`src/rtl/img_frame_sequencer_pkg.sv`:
```
// ---------------------------------------------------------------------------
// img_seq_pkg
// Shared types and constants for the image frame sequencer.
//   seq_state_t : frame sequencing states (IDLE, CLEAR, RUN, DONE)
//   IMG_W/IMG_H : image geometry in pixels
//   PIX_W       : pixel width in bits
// ---------------------------------------------------------------------------
package img_seq_pkg;

    typedef enum logic [1:0] {
        IDLE  = 2'd0,
        CLEAR = 2'd1,
        RUN   = 2'd2,
        DONE  = 2'd3
    } seq_state_t;

    localparam int IMG_W = 28;
    localparam int IMG_H = 28;
    localparam int PIX_W = 8;

endpackage

```
`src/rtl/img_frame_sequencer.sv`:
```
// ---------------------------------------------------------------------------
// img_frame_sequencer
// Moves one image frame from a ready/valid pixel source into the image FIFO
// and drains it to a ready/valid pixel consumer, tagging the final pixel.
// The FIFO is reset before and after every frame because its pointers do
// not wrap.
//
// Ports
//   clk, reset_n            clock and synchronous active-low reset
//   start, abort            1-cycle control pulses
//   busy, frame_done        frame status
//   src_valid/src_data/src_ready      pixel source handshake
//   pix_valid/pix_data/pix_last/pix_ready  pixel consumer handshake
//   fifo_rst/fifo_wn/fifo_rn/fifo_datain   FIFO control and write data
//   fifo_dataout/fifo_full/fifo_empty      FIFO read data and status
// ---------------------------------------------------------------------------
module img_frame_sequencer
    import img_seq_pkg::*;
#(
    parameter int FRAME_PIXELS = IMG_W * IMG_H,
    parameter int CW           = $clog2(FRAME_PIXELS + 1)
) (
    input  logic             clk,
    input  logic             reset_n,
    input  logic             start,
    input  logic             abort,
    output logic             busy,
    output logic             frame_done,
    input  logic             src_valid,
    input  logic [PIX_W-1:0] src_data,
    output logic             src_ready,
    output logic             pix_valid,
    output logic [PIX_W-1:0] pix_data,
    output logic             pix_last,
    input  logic             pix_ready,
    output logic             fifo_rst,
    output logic             fifo_wn,
    output logic             fifo_rn,
    output logic [PIX_W-1:0] fifo_datain,
    input  logic [PIX_W-1:0] fifo_dataout,
    input  logic             fifo_full,
    input  logic             fifo_empty
);

    localparam logic [CW-1:0] FRAME_CNT = CW'(FRAME_PIXELS);
    localparam logic [CW-1:0] LAST_IDX  = CW'(FRAME_PIXELS - 1);

    seq_state_t    state;
    logic [CW-1:0] wr_cnt;
    logic [CW-1:0] rd_cnt;
    logic          in_run;
    logic          rd_go;
    logic          wr_ok;

    assign in_run = (state == RUN);

    // A read is only issued when the output register is free or being
    // emptied this cycle, so a stalled consumer never loses a pixel.
    assign rd_go = in_run && !fifo_empty && (rd_cnt < FRAME_CNT)
                   && (!pix_valid || pix_ready);

    // The FIFO handles one operation per cycle; reads take priority so the
    // consumer side never starves while the source is streaming.
    assign wr_ok = in_run && (wr_cnt < FRAME_CNT) && !fifo_full && !rd_go;

    assign fifo_rn     = rd_go;
    assign src_ready   = wr_ok;
    assign fifo_wn     = src_valid && wr_ok;
    assign fifo_datain = src_data;

    // The FIFO holds its read data until the next read strobe, so the
    // output pixel stays stable while the consumer stalls.
    assign pix_data = fifo_dataout;

    assign busy = (state != IDLE);

    // The FIFO is also held in reset while the sequencer itself is in reset.
    assign fifo_rst = !reset_n || (state == CLEAR) || (state == DONE);

    // Frame FSM, pixel counters and the registered output valid/last flags.
    always_ff @(posedge clk) begin
        if (!reset_n) begin
            state      <= IDLE;
            wr_cnt     <= '0;
            rd_cnt     <= '0;
            pix_valid  <= 1'b0;
            pix_last   <= 1'b0;
            frame_done <= 1'b0;
        end else begin
            frame_done <= 1'b0;
            case (state)
                IDLE: begin
                    if (start) begin
                        state <= CLEAR;
                    end
                end

                CLEAR: begin
                    wr_cnt    <= '0;
                    rd_cnt    <= '0;
                    pix_valid <= 1'b0;
                    pix_last  <= 1'b0;
                    state     <= abort ? DONE : RUN;
                end

                RUN: begin
                    if (abort) begin
                        state     <= DONE;
                        pix_valid <= 1'b0;
                        pix_last  <= 1'b0;
                    end else if (pix_valid && pix_last && pix_ready) begin
                        state      <= DONE;
                        pix_valid  <= 1'b0;
                        pix_last   <= 1'b0;
                        frame_done <= 1'b1;
                    end else begin
                        if (fifo_wn) begin
                            wr_cnt <= wr_cnt + 1'b1;
                        end
                        if (rd_go) begin
                            pix_valid <= 1'b1;
                            rd_cnt    <= rd_cnt + 1'b1;
                            pix_last  <= (rd_cnt == LAST_IDX);
                        end else if (pix_valid && pix_ready) begin
                            pix_valid <= 1'b0;
                            pix_last  <= 1'b0;
                        end
                    end
                end

                DONE: begin
                    pix_valid <= 1'b0;
                    pix_last  <= 1'b0;
                    state     <= IDLE;
                end

                default: begin
                    state <= IDLE;
                end
            endcase
        end
    end

endmodule

```
`config.mk`:
```
export PLATFORM = sky130hd
export DESIGN_NAME = img_frame_sequencer
export DESIGN_NICKNAME = d
export VERILOG_FILES = /design/src/rtl/img_frame_sequencer_pkg.sv /design/src/rtl/img_frame_sequencer.sv
export SDC_FILE = /design/constraint.sdc
export NUM_CORES = 1
export LEC_CHECK = 0
export ABC_AREA = 1
export BUFFER_PORTS_ARGS = -buffer_cell sky130_fd_sc_hd__clkbuf_2
export CAP_MARGIN = 20
export CORE_UTILIZATION = 52
export DETAILED_ROUTE_END_ITERATION = 16
export GPL_TIMING_DRIVEN = 0
export PLACE_DENSITY_LB_ADDON = 0.15
export SYNTH_ARGS = -nofsm -noshare
export SYNTH_HDL_FRONTEND = slang
export SYNTH_SLANG_ARGS = --single-unit
```
`constraint.sdc`:
```
create_clock -name clk -period 2.4 [get_ports clk]
set_clock_uncertainty 0.2 [all_clocks]
set_input_delay 0.12 -clock clk [delete_from_list [all_inputs] [get_ports clk]]
set_output_delay 0.12 -clock clk [all_outputs]
set_load 0.005 [all_outputs]
```
==> run_results.csv <==
group,metric,value,unit
power_and_ir_drop,p_int,0.0009130,W
global_routing,grt_pass1_wl,5554,µm
clocking,ctsResizeCount,0,
clocking,clk_pin_slew,140,ps
worst_setup_path,path_class,"flop to primary output",
worst_setup_path,cp_data_arrival_time,1790,ps
sta,hold_ws,31.26,ps
synthesis,ys_seq_area_share,29.46,%
placed_design,post-place-ws,348.3,ps
clocking,hold_buffers,3,
placed_design,port_buffers,30,
worst_setup_path,cpLargestDelayFamily,"buffers and inverters",
worst_setup_path,cp_slowest_cell,"dfxtp_1",
routing,first_pass_iters,4,
sta,setup_ws,294.9,ps
synthesis,syn-cell-area,1699,µm²
sta,hold_violations,0,
clocking,cts.path.max_buffers,2,
synthesis,synth_nets,276,
routing,ant_nets,0,
global_routing,antenna_found_initial,0,
die,core_area,3078,µm²
synthesis,ys.flop_type,"dfxtp_1",
power_and_ir_drop,combPwrFrac,53.6,%
job,max_cap_violations,0,
synthesis,syn_area_per_cell,6.935,µm²
routing,routed_wirelength,3364,µm
power_and_ir_drop,power.share.clock,11.9,%
worst_setup_path,end_kind,"primary output",
power_and_ir_drop,power.density,843.9,nW/µm²
cells_and_area,mostFrequentLayoutCell,"nand2_1",
worst_setup_path,cpPeakStageDelay,370,ps
cells_and_area,stdcell_area,1962,µm²
global_routing,grt_start_max_net_pins,15,
sta,max_freq,0.4750,GHz
cells_and_area,most-common-layout-cells,"49 x nand2_1, 30 x clkbuf_2, 29 x inv_1",
synthesis,ys_async_sr_fraction,0,%
die,io_pins,48,
routing,drt_iter0_drc,66,
sta,slew_viol_final,0,
clocking,htreeDepth,1,
placed_design,placed_area,1904,µm²
sta,max-slew-margin-rel,62.97,%
sta,final.setup.tns,0,ps
power_and_ir_drop,seqPwrFrac,34.5,%
global_routing,grt_overflow,0,
cells_and_area,seq_area,500.5,µm²
power_and_ir_drop,swShare,44.85,%
placed_design,gp_congestion,0.8030,
die,chipHeight,59.16,µm
sta,fin_crit,2105,ps
cells_and_area,drive_gt1_share,24.11,%
sta,rsz0062_at_grt,"false",
clocking,cts.sinks,25,
sta,period_share,87.71,%
cells_and_area,syn_to_final_growth,15.46,%
cells_and_area,num_antenna_cells,0,
worst_setup_path,crit_buf_inv,6,
synthesis,yosysUniqueCellTypes,32,
placed_design,place_hpwl,2477,µm
synthesis,synth-warning-count,0,
cells_and_area,multi_input_area,902.1,µm²
die,rows,20,
clocking,post_cts_buffers,0,
die,start_util,55.20,%
outcome,outcome,"complete, no violations",
cells_and_area,fillers,298,
worst_setup_path,start_kind,"flop",
routing,remaining_drc_errors,0,
power_and_ir_drop,ir_drop,0.0004878,V
power_and_ir_drop,p_switching,0.0007426,W
routing,viasPerCell,4.908,
global_routing,track_usage,20.65,%
clocking,cts_tree,"yes",
clocking,cts-root-buf,"clkbuf_4",
synthesis,synthCells,245,
min_path,hold_class,"input port to flop",
worst_setup_path,path_cells,"inv_1 > ha_1 > buf_6 > inv_2 > buf_6 > a21oi_4 > nand4_4 > inv_1 > clkbuf_2",
power_and_ir_drop,total_leakage_power,0.9219,nW
die,die_w,59.16,µm
global_routing,grt_pass1_vias,1349,
sta,worstMarginPinSlew,555.4,ps
die,die-area,3500,µm²
worst_setup_path,crit_fanout,10,
clocking,numCtsBuffers,3,
synthesis,synth_edf_count,0,
routing,wl_per_cell,10.32,µm
cells_and_area,final_core_util,63.74,%
sta,finalSetupViolations,0,
synthesis,synth_seq_cells,25,
worst_setup_path,required,2080,ps
routing,num_vias,1600,
cells_and_area,nets,314,
clocking,clkLatencyLatePin,320,ps
==> worst paths after layout <==
check / cells after the start / endpoint / start / slack, ps
worst max-delay path: 9 / fifo_wn / state[0]$_SDFFE_PN0P_ / 290
worst min-delay path: 6 / pix_last$_SDFFE_PN0P_ / pix_ready / 30
worst max register to register: 12 / rd_cnt[6]$_SDFFE_PN0P_ / state[0]$_SDFFE_PN0P_ / 320
worst min register to register: 2 / rd_cnt[9]$_SDFFE_PN0P_ / rd_cnt[9]$_SDFFE_PN0P_ / 290
==> power groups by stage <==
stage | logic, W | registers [W] | clock network, W
after global routing | 0.000989 | 0.000586 | 0.000221
after floorplan | 0.000705 | 0.000561 | 0
after CTS | 0.000893 | 0.000570 | 0.000203
final | 0.000888 | 0.000571 | 0.000197
after global placement | 0.000876 | 0.000579 | 0
after detailed placement | 0.000887 | 0.000579 | 0
==> cells by family (layout without fill, tap and decap cells) <==
kind of cell,after synthesis,in the layout,share of synthesized area [%]
simple gates,122,122,35.05
fa+ha+maj,7,7,5.154
buf+inv,53,90,17.45
compound gates,37,37,12.37
flops,25,25,29.46
xor+xnor,1,1,0.5156
==> synth_stat cells, types with 2 or more instances <==
master / instances / area (µm²)
o21bai_1: 2 / 15.01
buf_6: 2 / 22.52
ha_1: 7 / 87.58
a21oi_1: 23 / 115.1
nor3_1: 3 / 15.01
nand2_1: 49 / 183.9
nor2_1: 27 / 101.4
dfxtp_1: 25 / 500.5
buf_4: 17 / 127.6
nand3b_1: 3 / 22.52
nand3_1: 26 / 130.1
nand4_1: 3 / 18.77
o21ai_0: 8 / 40.04
clkbuf_1: 2 / 7.510
inv_1: 29 / 108.9
nand2_4: 3 / 33.78
==> metal layers <==
layer	up-vias	share of wire, %	routed length, µm	global-route usage [%]
met2	39	49	1654	37.01
met5	-	0	0	0
met1	707	46	1532	25.30
met4	0	0.80	27	5.102
li1	850	-	-	-
met3	4	4.5	150	3.930
==> flip-flops by register name, summed over array words and instances (netlist names) <==
signal and count:
pix_last 1, rd_cnt 10, frame_done 1, pix_valid 1
state 2, wr_cnt 10
==> worst reg2reg max path, cell delays in order, from the launching register on <==
cell and delay, ps:
dfxtp_1 370, inv_1 140, ha_1 180, buf_6 150, inv_2 60, nor2_1 120
nand2_1 120, nand2_4 160, nand2_4 130, inv_4 100, nand2_1 70, o21ai_1 130
nor2_1 60
==> area by class of cell <==
class / instances / area share, %
Multi-Input combinational cell: 167 / 45.98
Sequential cell: 25 / 25.51
Timing Repair Buffer: 33 / 9.184
Buffer: 22 / 9.056
Inverter: 31 / 6.059
Tap cell: 44 / 2.806
Clock buffer: 3 / 1.148
Clock inverter: 1 / 0.2551
==> through the flow <==
| step | total power (W) | cells |
|---|---|---|
| CTS | 0.001667 | 326 |
| finish | 0.001656 | 326 |
| global route | 0.001796 | 326 |
| floorplan | 0.001266 | 245 |
| global placement | 0.001455 | 319 |
| detailed placement | 0.001467 | 319 |
Note: power is estimated with default switching activity, not from simulation.
